[src/rtl/d1s4439.sv]
// Three-input pattern detector: combinational match on {a,b,c} plus a registered
// delayed match, a sticky seen flag and a saturating count of match entries.
module d1s4439 #(
  parameter logic [2:0] PATTERN = 3'b110,
  parameter logic [2:0] MASK    = 3'b111,
  parameter int         CNT_W   = 8
) (
  input  logic             clk,
  input  logic             rst,
  input  logic             a,
  input  logic             b,
  input  logic             c,
  input  logic             clr,
  output logic             d,
  output logic             d_q,
  output logic             seen,
  output logic [CNT_W-1:0] hit_cnt
);

  logic entry;

  function automatic logic [CNT_W-1:0] sat_inc(input logic [CNT_W-1:0] v);
    return (&v) ? v : v + CNT_W'(1);
  endfunction

  // Match path is purely combinational so it stays valid during reset.
  assign d     = (({a, b, c} & MASK) == (PATTERN & MASK));
  assign entry = d & ~d_q;

  // Registered monitor: one count per rising match, clr overrides counting.
  always_ff @(posedge clk or posedge rst) begin
    if (rst) begin
      d_q     <= 1'b0;
      seen    <= 1'b0;
      hit_cnt <= '0;
    end else begin
      d_q <= d;
      if (clr) begin
        hit_cnt <= '0;
        seen    <= 1'b0;
      end else if (entry) begin
        hit_cnt <= sat_inc(hit_cnt);
        seen    <= 1'b1;
      end else if (d) begin
        seen    <= 1'b1;
      end
    end
  end

endmodule

[config.mk]
export PLATFORM = sky130hd
export DESIGN_NAME = d1s4439
export DESIGN_NICKNAME = d
export VERILOG_FILES = /design/src/rtl/d1s4439.sv
export SDC_FILE = /design/constraint.sdc
export NUM_CORES = 1
export LEC_CHECK = 0
export CAP_MARGIN = 25
export CORE_AREA = 3 3 40 42
export DETAILED_ROUTE_END_ITERATION = 6
export DIE_AREA = 0 0 43 45
export DONT_BUFFER_PORTS = 1
export GPL_TIMING_DRIVEN = 0
export PLACE_DENSITY = 0.49
export SLEW_MARGIN = 0
export SYNTH_ARGS = -nofsm -noshare
export SYNTH_HDL_FRONTEND = slang
export SYNTH_SLANG_ARGS = --single-unit
[constraint.sdc]
create_clock -name clk -period 1.9 [get_ports clk]
set_input_delay 0.38 -clock clk [delete_from_list [all_inputs] [get_ports clk]]
set_output_delay 0.38 -clock clk [all_outputs]
set_load 0.05 [all_outputs]
==> flow_summary_export.csv <==
group,metric,value,unit
outcome,outcome,"finished clean",
sta,finalSetupViolations,0,
sta,rsz0062_at_grt,"false",
setup_path,regToRegEndpoint,"hit_cnt[1]",
synth,ys_warn_count,0,
setup_path,path_delay_family,"flip-flops",
cts,cts_setup_buffers,0,
floorplan,initial_core_util,0.402,
setup_path,cp_max_fo,6,
floorplan,die_w,43,um
routing,vias,388,
setup_path,cpPeakStageDelay,0.73,ns
synth,seq_area_frac_synth,0.484,
setup_path,worstPathCellList,"nand4_2, o21ai_4, mux2i_1, nor2_1",
cts,path_clk_slew,0.05,ns
final_layout,fillCellCount,128,
synth,synth_fp_nets,57,
cts,worstSkewPairLatency,0.25,ns
final_layout,layout.cells.non_filler,69,
place,port_buffers,0,
floorplan,rows,13,
final_layout,syn_to_final_growth,10.4,%
setup_path,critPathSlowestCell,"dfrtp_1",
sta,finalCritPeriodShare,0.903,
pwr,power_density,677,nW/um^2
routing,postRouteAntennaNets,0,
global_routing,grt_pass1_vias,364,
sta,period_needed,1.72,ns
final_layout,finalNetCount,63,
setup_path,rr_worst_depth,4,
min_path,worstHoldStart,"c",
final_layout,multi_input_area,255,sq um
global_routing,grt_pass1_wl,1.61,mm
floorplan,die_y,45,um
sta,fmax,583,MHz
routing,drtPass1Iterations,4,
floorplan,die-area,1940,sq um
routing,drt-total-wl,959,um
routing,post_drt_wl_per_cell,13.9,um
synth,netlist-cell-type-count,21,
floorplan,io-pin-count,17,
sta,drv_slew,0,
setup_path,crit_buf_inv,0,
cts,cts.htree.levels,1,
synth,ys_ff_latch,10,
pwr,vdd_ir_drop_max,0.377,mV
global_routing,grt_overflow_total,0,
setup_path,cp.required,2.02,ns
final_layout,drive_above_1_share,0.167,
min_path,hp-class,"in2reg",
setup_path,critPathCaptureType,"flip-flop",
cts,root_buffer,"clkbuf_4",
run,drv_cap,0,
global_routing,grt_max_degree,11,
sta,setup_tns,0,ns
synth,syn_area,517,sq um
final_layout,area.sequential,253,sq um
routing,first_iter_violations,8,
global_routing,antenna_found_initial,0,
place,routabilityCongestion,0.830,
floorplan,core_area,1280,sq um
place,hpwl,770,um
min_path,worstHoldPathCells,1,
cts,tritoncts,"built",
final_layout,diodes,0,
synth,syn-instance-count,50,
setup_path,arrival,1.84,ns
setup_path,reg2reg_from,"hit_cnt[3]",
sta,slew_headroom,0.322,
place,placed_cell_area,536,sq um
cts,clkSinkCount,10,
setup_path,start_kind,"flip-flop",
sta,worstMarginPinSlew,1.01,ns
pwr,leakagePower,0.268,nW
cts,clock_path_buffers,2,
setup_path,crit_type,"reg2reg",
final_layout,design_area,571,sq um
setup_path,reg2reg_slack,0.18,ns
final_layout,finish.utilization,0.444,
min_path,min_to,"d_q",
global_routing,track_usage,0.112,
sta,hold_viol,0,
synth,avgSynthCellArea,10.3,sq um
sta,worst_clock_skew,0.00106,ns
routing,drc_errors,0,
routing,via_per_inst,5.62,
place,placed_cells,65,
cts,cts_buffers,3,
==> metrics by stage <==
| step | power, mW | hold WS (ns) | setup WS, ns |
|---|---|---|---|
| finish | 0.386 | 0.462 | 0.184 |
| global route | 0.415 | 0.443 | 0.0479 |
| CTS | 0.393 | 0.461 | 0.0290 |
| detailed placement | 0.259 | 0.263 | 0.0430 |
| global placement | 0.258 | 0.268 | 0.0550 |
| floorplan | 0.254 | 0.220 | 0.190 |
==> power breakdown <==
group          internal [mW]  leakage (nW)  switching [mW]
Combinational        0.00831         0.119          0.0164
Sequential             0.217         0.135          0.0153
Clock                 0.0723        0.0138          0.0573
Total                  0.297         0.268          0.0890
==> how the worst max path moves through the flow <==
stage	startpoint	endpoint	cells after the start	slack, ns
after floorplan	hit_cnt[0]	hit_cnt[1]	5	0.19
after global placement	hit_cnt[0]	hit_cnt[1]	5	0.05
after detailed placement	hit_cnt[0]	hit_cnt[1]	5	0.04
after CTS	hit_cnt[0]	hit_cnt[1]	5	0.03
after global routing	hit_cnt[3]	hit_cnt[1]	4	0.05
final	hit_cnt[3]	hit_cnt[1]	4	0.18
==> synthesized netlist by cell type (all sizes together) <==
cell    count  area [sq um]
ha          1          12.5
dfrtp      10           250
nand2       3          11.3
clkbuf      1          3.75
xor2        4          35.0
and3        2          12.5
mux2i       2          20.0
or2         1          6.26
nand3b      1          7.51
a21oi       1          5.00
o311ai      1          8.76
o21ai       2          21.3
or3         1          6.26
nand3       3          15.0
nor2        9          33.8
and4bb      1          16.3
o41ai       1          8.76
o211ai      3          22.5
nand4       1          12.5
inv         2          7.51
==> placed cells by master, fill, tap and decap left out, types with 2 or more instances in the layout <==
master    count
and3_1        2
clkbuf_4      3
dfrtp_1       8
dfrtp_2       2
inv_1         2
mux2i_1       2
nand2_1       3
nand3_1       3
nor2_1        9
o211ai_1      3
xor2_1        4
==> layout make-up <==
type | count | area share
tap | 15 | 0.0329
sequential | 10 | 0.443
timing repair buffer | 1 | 0.0175
inverter | 2 | 0.0132
multi-input combinational | 37 | 0.447
clock buffer | 3 | 0.0395
buffer | 1 | 0.00658
==> layer usage <==
| metal | vias to the layer above | share of wire | track usage |
|---|---|---|---|
| met5 | - | 0 | 0 |
| met4 | 0 | 0 | 0.0181 |
| met3 | 0 | 0.12 | 0.0677 |
| met2 | 19 | 0.49 | 0.204 |
| met1 | 181 | 0.38 | 0.112 |
| li1 | 188 | - | - |
==> worst reg2reg max path, stage by stage (launching register included) <==
cell and delay [ns]:
dfrtp_1 0.73, nand4_2 0.30, o21ai_4 0.29, mux2i_1 0.21
nor2_1 0.05
==> repair_timing <==
| item | 4_1_cts | 5_1_grt |
|---|---|---|
| hold endpoints to repair | 10 | 0 |
| endpoints found under the setup margin | 0 | 7 |
| resized for setup | 0 | 2 |
| hold buffers | 1 | 0 |
==> registers in the layout, indices dropped and copies added, names as in the netlist <==
| name | flops |
|---|---|
| seen | 1 |
| d_q | 1 |
| hit_cnt | 8 |
==> cells by family after synthesis <==
| group | share of synthesized area |
|---|---|
| AOI/OAI and AO/OA | 0.128 |
| xor gates and xnor gates | 0.0678 |
| adders and majority gates | 0.0242 |
| buffers and inverters | 0.0218 |
| DFF | 0.484 |
| muxes | 0.0387 |
| and+or+nand+nor | 0.235 |
Note: power is estimated with default switching activity, not from simulation.
